===== src/rtl/f32_op_scheduler_if.sv =====
// Handshake bundle between the requesters, the op scheduler and the shared float32 adder-subtractor.
// slave = scheduler side; master = requesters plus the datapath they share.
interface f32_op_scheduler_if #(
  parameter int N_REQ = 2
);
  logic [N_REQ-1:0]    req_valid;
  logic [N_REQ-1:0]    req_ready;
  logic [32*N_REQ-1:0] req_a;
  logic [32*N_REQ-1:0] req_b;
  logic [N_REQ-1:0]    req_op;
  logic [N_REQ-1:0]    rsp_valid;
  logic [N_REQ-1:0]    rsp_ready;
  logic [31:0]         rsp_r;
  logic                rsp_overflow;
  logic                rsp_underflow;
  logic [31:0]         dp_a;
  logic [31:0]         dp_b;
  logic                dp_op;
  logic [31:0]         dp_r;
  logic                dp_overflow;
  logic                dp_underflow;

  modport slave (
    input  req_valid, req_a, req_b, req_op, rsp_ready, dp_r, dp_overflow, dp_underflow,
    output req_ready, rsp_valid, rsp_r, rsp_overflow, rsp_underflow, dp_a, dp_b, dp_op
  );

  modport master (
    output req_valid, req_a, req_b, req_op, rsp_ready, dp_r, dp_overflow, dp_underflow,
    input  req_ready, rsp_valid, rsp_r, rsp_overflow, rsp_underflow, dp_a, dp_b, dp_op
  );
endinterface


===== src/rtl/f32_op_scheduler.sv =====
// Round-robin scheduler sharing one float32 adder-subtractor between N_REQ requesters:
// grant, drive operands, wait LATENCY cycles, then hand the captured result back to the winner.
module f32_op_scheduler #(
  parameter int N_REQ   = 2,
  parameter int LATENCY = 3,
  parameter int CNT_W   = 16,
  localparam int IDX_W  = (N_REQ > 1) ? $clog2(N_REQ) : 1,
  localparam int LAT_W  = (LATENCY > 1) ? $clog2(LATENCY) : 1
) (
  input  logic                clk_i,
  input  logic                rst_i,
  f32_op_scheduler_if.slave   bus_io,
  output logic                busy_o,
  output logic [IDX_W-1:0]    grant_idx_o,
  output logic [CNT_W-1:0]    op_count_o
);

  typedef enum logic [1:0] {
    S_IDLE = 2'd0,
    S_WAIT = 2'd1,
    S_RESP = 2'd2
  } state_e;

  state_e            state_q, state_d;
  logic [IDX_W-1:0]  ptr_q, ptr_d;
  logic [IDX_W-1:0]  grant_q, grant_d;
  logic [LAT_W-1:0]  cnt_q, cnt_d;
  logic [31:0]       dp_a_q, dp_a_d;
  logic [31:0]       dp_b_q, dp_b_d;
  logic              dp_op_q, dp_op_d;
  logic [31:0]       rsp_r_q, rsp_r_d;
  logic              rsp_ovf_q, rsp_ovf_d;
  logic              rsp_unf_q, rsp_unf_d;
  logic [N_REQ-1:0]  rsp_valid_q, rsp_valid_d;
  logic [CNT_W-1:0]  op_count_q, op_count_d;
  logic              busy_q;
  logic [N_REQ-1:0]  grant_vec;

  // Candidate gi is the (gi+1)-th requester after the last winner, so index 0 has top priority.
  logic [IDX_W-1:0]  cand_idx [N_REQ];
  logic [N_REQ-1:0]  cand_valid;
  logic [IDX_W-1:0]  win_idx;
  logic              win_found;

  for (genvar gi = 0; gi < N_REQ; gi++) begin : g_cand
    assign cand_idx[gi]   = IDX_W'((int'(ptr_q) + gi + 1) % N_REQ);
    assign cand_valid[gi] = bus_io.req_valid[cand_idx[gi]];
  end

  always_comb begin
    win_found = 1'b0;
    win_idx   = '0;
    for (int k = N_REQ - 1; k >= 0; k--) begin
      if (cand_valid[k]) begin
        win_found = 1'b1;
        win_idx   = cand_idx[k];
      end
    end
  end

  always_comb begin
    state_d     = state_q;
    ptr_d       = ptr_q;
    grant_d     = grant_q;
    cnt_d       = cnt_q;
    dp_a_d      = dp_a_q;
    dp_b_d      = dp_b_q;
    dp_op_d     = dp_op_q;
    rsp_r_d     = rsp_r_q;
    rsp_ovf_d   = rsp_ovf_q;
    rsp_unf_d   = rsp_unf_q;
    rsp_valid_d = rsp_valid_q;
    op_count_d  = op_count_q;
    grant_vec   = '0;

    unique case (state_q)
      S_IDLE: begin
        // Ready only goes to a valid requester, so a grant is always a transfer.
        if (win_found && !rst_i) begin
          grant_vec[win_idx] = 1'b1;
          dp_a_d  = bus_io.req_a[32*int'(win_idx) +: 32];
          dp_b_d  = bus_io.req_b[32*int'(win_idx) +: 32];
          dp_op_d = bus_io.req_op[win_idx];
          grant_d = win_idx;
          cnt_d   = LAT_W'(LATENCY - 1);
          state_d = S_WAIT;
        end
      end
      S_WAIT: begin
        if (cnt_q == '0) begin
          rsp_r_d              = bus_io.dp_r;
          rsp_ovf_d            = bus_io.dp_overflow;
          rsp_unf_d            = bus_io.dp_underflow;
          rsp_valid_d          = '0;
          rsp_valid_d[grant_q] = 1'b1;
          state_d              = S_RESP;
        end else begin
          cnt_d = cnt_q - 1'b1;
        end
      end
      S_RESP: begin
        if (bus_io.rsp_ready[grant_q]) begin
          rsp_valid_d = '0;
          ptr_d       = grant_q;
          op_count_d  = op_count_q + 1'b1;
          state_d     = S_IDLE;
        end
      end
      default: state_d = S_IDLE;
    endcase
  end

  always_ff @(posedge clk_i) begin
    if (rst_i) begin
      state_q     <= S_IDLE;
      ptr_q       <= IDX_W'(N_REQ - 1);
      grant_q     <= '0;
      cnt_q       <= '0;
      dp_a_q      <= '0;
      dp_b_q      <= '0;
      dp_op_q     <= 1'b0;
      rsp_r_q     <= '0;
      rsp_ovf_q   <= 1'b0;
      rsp_unf_q   <= 1'b0;
      rsp_valid_q <= '0;
      op_count_q  <= '0;
      busy_q      <= 1'b0;
    end else begin
      state_q     <= state_d;
      ptr_q       <= ptr_d;
      grant_q     <= grant_d;
      cnt_q       <= cnt_d;
      dp_a_q      <= dp_a_d;
      dp_b_q      <= dp_b_d;
      dp_op_q     <= dp_op_d;
      rsp_r_q     <= rsp_r_d;
      rsp_ovf_q   <= rsp_ovf_d;
      rsp_unf_q   <= rsp_unf_d;
      rsp_valid_q <= rsp_valid_d;
      op_count_q  <= op_count_d;
      busy_q      <= (state_d != S_IDLE);
    end
  end

  assign bus_io.req_ready     = grant_vec;
  assign bus_io.rsp_valid     = rsp_valid_q;
  assign bus_io.rsp_r         = rsp_r_q;
  assign bus_io.rsp_overflow  = rsp_ovf_q;
  assign bus_io.rsp_underflow = rsp_unf_q;
  assign bus_io.dp_a          = dp_a_q;
  assign bus_io.dp_b          = dp_b_q;
  assign bus_io.dp_op         = dp_op_q;
  assign busy_o               = busy_q;
  assign grant_idx_o          = grant_q;
  assign op_count_o           = op_count_q;

endmodule


===== src/flat_wrapper.sv =====
// flat-port wrapper written by rule: the top's interface ports become plain ports
module f32_op_scheduler_flat 
#(
  parameter int N_REQ   = 2,
  parameter int LATENCY = 3,
  parameter int CNT_W   = 16,
  localparam int IDX_W  = (N_REQ > 1) ? $clog2(N_REQ) : 1,
  localparam int LAT_W  = (LATENCY > 1) ? $clog2(LATENCY) : 1
)
  (clk_i, rst_i, busy_o, grant_idx_o, op_count_o, bus_io_req_valid, bus_io_req_a, bus_io_req_b, bus_io_req_op, bus_io_rsp_ready, bus_io_dp_r, bus_io_dp_overflow, bus_io_dp_underflow, bus_io_req_ready, bus_io_rsp_valid, bus_io_rsp_r, bus_io_rsp_overflow, bus_io_rsp_underflow, bus_io_dp_a, bus_io_dp_b, bus_io_dp_op);
  f32_op_scheduler_if #(.N_REQ(N_REQ)) bus_io_i ();
  input  logic clk_i;
  input  logic rst_i;
  output logic busy_o;
  output logic [IDX_W-1:0] grant_idx_o;
  output logic [CNT_W-1:0] op_count_o;
  input wire logic [$bits(bus_io_i.req_valid)-1:0] bus_io_req_valid;
  input wire logic [$bits(bus_io_i.req_a)-1:0] bus_io_req_a;
  input wire logic [$bits(bus_io_i.req_b)-1:0] bus_io_req_b;
  input wire logic [$bits(bus_io_i.req_op)-1:0] bus_io_req_op;
  input wire logic [$bits(bus_io_i.rsp_ready)-1:0] bus_io_rsp_ready;
  input wire logic [$bits(bus_io_i.dp_r)-1:0] bus_io_dp_r;
  input wire logic [$bits(bus_io_i.dp_overflow)-1:0] bus_io_dp_overflow;
  input wire logic [$bits(bus_io_i.dp_underflow)-1:0] bus_io_dp_underflow;
  output wire logic [$bits(bus_io_i.req_ready)-1:0] bus_io_req_ready;
  output wire logic [$bits(bus_io_i.rsp_valid)-1:0] bus_io_rsp_valid;
  output wire logic [$bits(bus_io_i.rsp_r)-1:0] bus_io_rsp_r;
  output wire logic [$bits(bus_io_i.rsp_overflow)-1:0] bus_io_rsp_overflow;
  output wire logic [$bits(bus_io_i.rsp_underflow)-1:0] bus_io_rsp_underflow;
  output wire logic [$bits(bus_io_i.dp_a)-1:0] bus_io_dp_a;
  output wire logic [$bits(bus_io_i.dp_b)-1:0] bus_io_dp_b;
  output wire logic [$bits(bus_io_i.dp_op)-1:0] bus_io_dp_op;
  assign bus_io_i.req_valid = bus_io_req_valid;
  assign bus_io_i.req_a = bus_io_req_a;
  assign bus_io_i.req_b = bus_io_req_b;
  assign bus_io_i.req_op = bus_io_req_op;
  assign bus_io_i.rsp_ready = bus_io_rsp_ready;
  assign bus_io_i.dp_r = bus_io_dp_r;
  assign bus_io_i.dp_overflow = bus_io_dp_overflow;
  assign bus_io_i.dp_underflow = bus_io_dp_underflow;
  assign bus_io_req_ready = bus_io_i.req_ready;
  assign bus_io_rsp_valid = bus_io_i.rsp_valid;
  assign bus_io_rsp_r = bus_io_i.rsp_r;
  assign bus_io_rsp_overflow = bus_io_i.rsp_overflow;
  assign bus_io_rsp_underflow = bus_io_i.rsp_underflow;
  assign bus_io_dp_a = bus_io_i.dp_a;
  assign bus_io_dp_b = bus_io_i.dp_b;
  assign bus_io_dp_op = bus_io_i.dp_op;
  f32_op_scheduler #(.N_REQ(N_REQ), .LATENCY(LATENCY), .CNT_W(CNT_W)) u_core (.clk_i(clk_i), .rst_i(rst_i), .bus_io(bus_io_i), .busy_o(busy_o), .grant_idx_o(grant_idx_o), .op_count_o(op_count_o));
endmodule

===== config.mk =====
export PLATFORM = sky130hd
export DESIGN_NAME = f32_op_scheduler_flat
export DESIGN_NICKNAME = d
export VERILOG_FILES = /design/src/rtl/f32_op_scheduler_if.sv /design/src/rtl/f32_op_scheduler.sv /design/src/flat_wrapper.sv
export SDC_FILE = /design/constraint.sdc
export NUM_CORES = 1
export LEC_CHECK = 0
export BUFFER_PORTS_ARGS = -buffer_cell sky130_fd_sc_hd__buf_2
export CORE_MARGIN = 2
export CORE_UTILIZATION = 35
export CTS_BUF_LIST = sky130_fd_sc_hd__clkbuf_4
export DETAILED_ROUTE_END_ITERATION = 8
export GPL_ROUTABILITY_DRIVEN = 0
export PLACE_DENSITY = 0.68
export SLEW_MARGIN = 10
export SYNTH_ARGS = -nofsm -noshare
export SYNTH_HDL_FRONTEND = slang
export SYNTH_SLANG_ARGS = --single-unit

===== constraint.sdc =====
create_clock -name clk_i -period 1.9 [get_ports clk_i]
set_input_delay 0.19 -clock clk_i [delete_from_list [all_inputs] [get_ports clk_i]]
set_output_delay 0.19 -clock clk_i [all_outputs]
set_load 0.02 [all_outputs]

==> metrics.log <==
[metrics] sequential fraction of the synthesis area: between 40% and 50%
[metrics] worst reg2reg path depth: 6
[metrics] sum of met3 wire segment lengths after detailed routing: roughly 1.2 mm
[metrics] routed len/inst: 14.45 um
[metrics] most area-consuming cells after synthesis: sky130_fd_sc_hd__dfxtp_1 (48%), sky130_fd_sc_hd__mux2i_1 (13%), sky130_fd_sc_hd__a211oi_1 (9.7%)
[metrics] Mapped Avg Cell Area: around 8.9 sq um
[metrics] I/O pin cnt: between 200 and 300
[metrics] highest net fanout along the worst path: 5
[metrics] drt drc: 0
[metrics] total of endpoints with negative setup slack in the final report: 0
[metrics] number of buffers inserted during clock tree synthesis: 17
[metrics] maximum vdd drop: ~0.4 mV
[metrics] remaining global-route overflow: 0
[metrics] run status: completed
[metrics] total nets after synthesis: around 760
[metrics] summed instance area of the synthesized netlist: 5187 sq um
[metrics] Starting Density: between 30% and 40%
[metrics] via density per instance: around 4.8
[metrics] max-slew violation count: 0
[metrics] top-count cell post-synth: sky130_fd_sc_hd__dfxtp_1
[metrics] CP startpoint kind: register
[metrics] Power per Cell Area: about 800 nW/um^2
[metrics] met2 WL post-DR: slightly below 9 mm
[metrics] fraction of final layout cells sized beyond drive strength 1: 34.41%
[metrics] number of standard cells in the layout, taps in and fillers out: 1202
[metrics] clock latency of the later-clocked register in the worst-skew pair: roughly 0.52 ns
[metrics] antenna violations before repair: 1
[metrics] # Max-Cap Violations: 0
[metrics] Fin Setup TNS: 0 ns
[metrics] Routed Antenna Nets: 0
[metrics] Die Y: between 100 and 150 um
[metrics] number of enable-type register cells in the synthesized netlist: 0
[metrics] Clock Tree Buf Depth: 2
[metrics] RSZ-0062 raised after global routing: false
[metrics] reported leakage power: 3.929 nW
[metrics] CTS tree: done
[metrics] sum of routed wire segments on met1: between 6 and 7 mm
[metrics] DP Wirelength: 10.16 mm
[metrics] worst endpoint required time: 2.34 ns
[metrics] die boundary width: around 130 um
[metrics] final cycle utilization of the critical path: between 90% and 100%
[metrics] Slew Limit Headroom: roughly three fifths
[metrics] largest clock skew in the final design: 0.01344 ns
[metrics] number of endpoints with negative hold slack in the final report: 0
[metrics] fill cell total of the finished layout: between 1000 and 1500
[metrics] Period minus WS final: 1.808 ns
[metrics] ys async rst share: 0%
[metrics] most area-hungry cell type in the Yosys netlist: sky130_fd_sc_hd__dfxtp_1
[metrics] top routing layer in use: met4
[metrics] number of levels the H-tree was split into: 4
[metrics] element type at the critical path end: register
[metrics] wire length of the first global-routing pass: approximately 28 mm
[metrics] Storage cell area: between 2000 and 2500 sq um
[metrics] root cell of the clock tree: sky130_fd_sc_hd__clkbuf_4
[metrics] vias in the first global route: about 5800
[metrics] number of placed instances, taps included: 1027
[metrics] area fraction of the dominant cell type after synthesis: 47.85%
[metrics] Yosys cell types: 37
[metrics] Core Footprint: ~15000 sq um
[metrics] number of cells traversed by the worst hold path: 3
[metrics] worst reg-to-reg setup slack: approximately 0.092 ns
[metrics] Detailed Routing Iterations Pass 1: 4
[metrics] gate count of the mapped netlist: ~580
[metrics] Final Routed Wirelength: roughly 17 mm
[metrics] Crit Path Category: register to register
[metrics] number of placement rows: between 40 and 50
[metrics] number of nets in the finished design: 1180
[metrics] sinks on the clock net: around 120
[metrics] signal arrival time at the worst endpoint: 2.25 ns
[metrics] initial detailed-routing violation count: 260
[metrics] yosys warns: 0
[metrics] RR Startpoint: u_core.state_q[0]$_SDFF_PP0_
[metrics] Endpoint, Worst Hold: u_core.bus_io.dp_b[17]$_SDFFE_PP0P_
[metrics] vias: between 5000 and 6000
[metrics] Synth Register Bits: between 100 and 150
[metrics] Area growth, synth to finish: 66.79%
[metrics] all-layer global routing usage: a little over a fifth
[metrics] largest net degree at the start of global routing: roughly 70
[metrics] most common library cells after synthesis: sky130_fd_sc_hd__dfxtp_1 (124), sky130_fd_sc_hd__nor2_1 (81), sky130_fd_sc_hd__nand2_1 (79)
[metrics] r2r endpoint: u_core.op_count_o[15]$_SDFFE_PP0P_
[metrics] combined area of the multi-input logic cells: 2516 sq um
[metrics] clock edge transition at the registers on the reported setup and hold paths: ~0.10 ns
[metrics] worst min-delay path class: input pin to register
[metrics] Primary FF master, synth: sky130_fd_sc_hd__dfxtp_1
[metrics] Hold Startpoint: bus_io_req_b[17]
[metrics] transition time of the tightest slew-check pin: between 0.6 and 0.7 ns
[metrics] full die area: 15810 sq um
[metrics] maximum clock rate: about 550 MHz
[metrics] port bufs: 290
[area by class of cell]
type	instances	area share, %
tap	184	2.661
timing repair buffer	449	35.49
clock inverter	14	2.039
antenna	1	0.02892
inverter	9	0.3905
sequential	124	28.75
multi-input combinational	403	29.08
clock buffer	18	1.562
[cell usage in the layout (no fill, tap or decap), types with 5 or more instances in the layout]
| cell | n |
|---|---|
| sky130_fd_sc_hd__mux2i_1 | 68 |
| sky130_fd_sc_hd__dlygate4sd3_1 | 138 |
| sky130_fd_sc_hd__inv_1 | 7 |
| sky130_fd_sc_hd__nand3_1 | 7 |
| sky130_fd_sc_hd__or3_1 | 5 |
| sky130_fd_sc_hd__xnor2_1 | 8 |
| sky130_fd_sc_hd__ha_1 | 5 |
| sky130_fd_sc_hd__nor2_1 | 81 |
| sky130_fd_sc_hd__a211oi_1 | 67 |
| sky130_fd_sc_hd__clkbuf_4 | 18 |
| sky130_fd_sc_hd__o21ai_0 | 5 |
| sky130_fd_sc_hd__a21oi_1 | 45 |
| sky130_fd_sc_hd__nand2_1 | 79 |
| sky130_fd_sc_hd__buf_4 | 18 |
| sky130_fd_sc_hd__dfxtp_1 | 122 |
| sky130_fd_sc_hd__buf_2 | 288 |
[worst max-delay path by stage]
stage	from	end	slack [ns]	cells after the start
3_3_place_gp	u_core.state_q[0]$_SDFF_PP0_	u_core.op_count_o[15]$_SDFFE_PP0P_	0.13	6
6_report	u_core.state_q[0]$_SDFF_PP0_	u_core.op_count_o[15]$_SDFFE_PP0P_	0.09	6
4_1_cts	u_core.state_q[1]$_SDFF_PP0_	bus_io_req_ready[1]	0.007	6
5_1_grt	u_core.cnt_q[0]$_SDFFE_PP0P_	u_core.busy_o$_SDFF_PP0_	0.008	6
2_1_floorplan	u_core.op_count_o[4]$_SDFFE_PP0P_	u_core.op_count_o[15]$_SDFFE_PP0P_	0.07	4
3_5_place_dp	u_core.state_q[0]$_SDFF_PP0_	u_core.op_count_o[15]$_SDFFE_PP0P_	0.12	6
[worst max-delay path, cell delays in order, from the launching register on]
cell                      delay, ns
sky130_fd_sc_hd__dfxtp_2       0.35
sky130_fd_sc_hd__inv_2         0.08
sky130_fd_sc_hd__ha_1          0.19
sky130_fd_sc_hd__nand4_1       0.13
sky130_fd_sc_hd__or3_4         0.38
sky130_fd_sc_hd__or4_1         0.48
sky130_fd_sc_hd__a21oi_1       0.14
[per-layer routing]
layer  track usage (%)  vias up
li1                  -     2892
met1             23.13     2541
met2             38.25      252
met3             6.924       48
met4             9.825        0
met5                 0        -
[report_power, final]
part	total [mW]	internal (mW)	leakage (nW)	switching [mW]
logic	2.06	0.917	2.74	1.14
clock network	2.00	1.04	0.168	0.962
registers	3.00	2.87	1.02	0.134
total	7.07	4.83	3.93	2.24
[cells by family (layout without fill, tap and decap cells)]
| kind of cell | Yosys count | after routing | share of synthesized area [%] |
|---|---|---|---|
| adder cells (fa/ha/maj) | 6 | 6 | 1.447 |
| AND/OR/NAND/NOR | 190 | 190 | 15.22 |
| flip-flops | 124 | 124 | 47.85 |
| other | 0 | 1 | 0 |
| XOR/XNOR | 10 | 10 | 1.688 |
| multiplexers | 69 | 69 | 13.34 |
| buffers and inverters | 55 | 490 | 4.173 |
| AO/OA/AOI/OAI | 128 | 128 | 16.28 |
[sequential cells by signal (all words and copies together), names as in the netlist]
signal / count
u_core.bus_io.dp_a: 32
u_core.bus_io.dp_b: 32
u_core.bus_io.dp_op: 1
u_core.bus_io.rsp_overflow: 1
u_core.bus_io.rsp_r: 32
u_core.bus_io.rsp_underflow: 1
u_core.bus_io.rsp_valid: 2
u_core.busy_o: 1
u_core.cnt_q: 2
u_core.grant_idx_o: 1
u_core.op_count_o: 16
u_core.ptr_q: 1
u_core.state_q: 2
[metrics by stage]
step | setup slack [ns] | total power, mW | utilization [%] | hold slack, ns | instance area (sq um)
floorplan | 0.07111 | 4.170 | - | 0.3260 | 5187
finish | 0.09236 | 7.066 | 59.53 | 0.04353 | 8652
global placement | 0.1337 | 4.794 | 47.34 | 0.4333 | 6880
detailed placement | 0.1151 | 4.814 | 47.34 | 0.4381 | 6880
global route | 0.008296 | 7.471 | 59.53 | 0.009289 | 8652
CTS | 0.006798 | 7.079 | 58.67 | 0.001484 | 8527
[timing repair]
item                                    in CTS  in global routing
hold endpoints to repair                    84                  7
pin swaps                                    1                  2
hold buffers                               128                 10
setup buffers                                1                  2
cloned                                       1                  0
gates resized for setup                      4                  5
endpoints found under the setup margin       2                  4
Note: power is estimated with default switching activity, not from simulation.
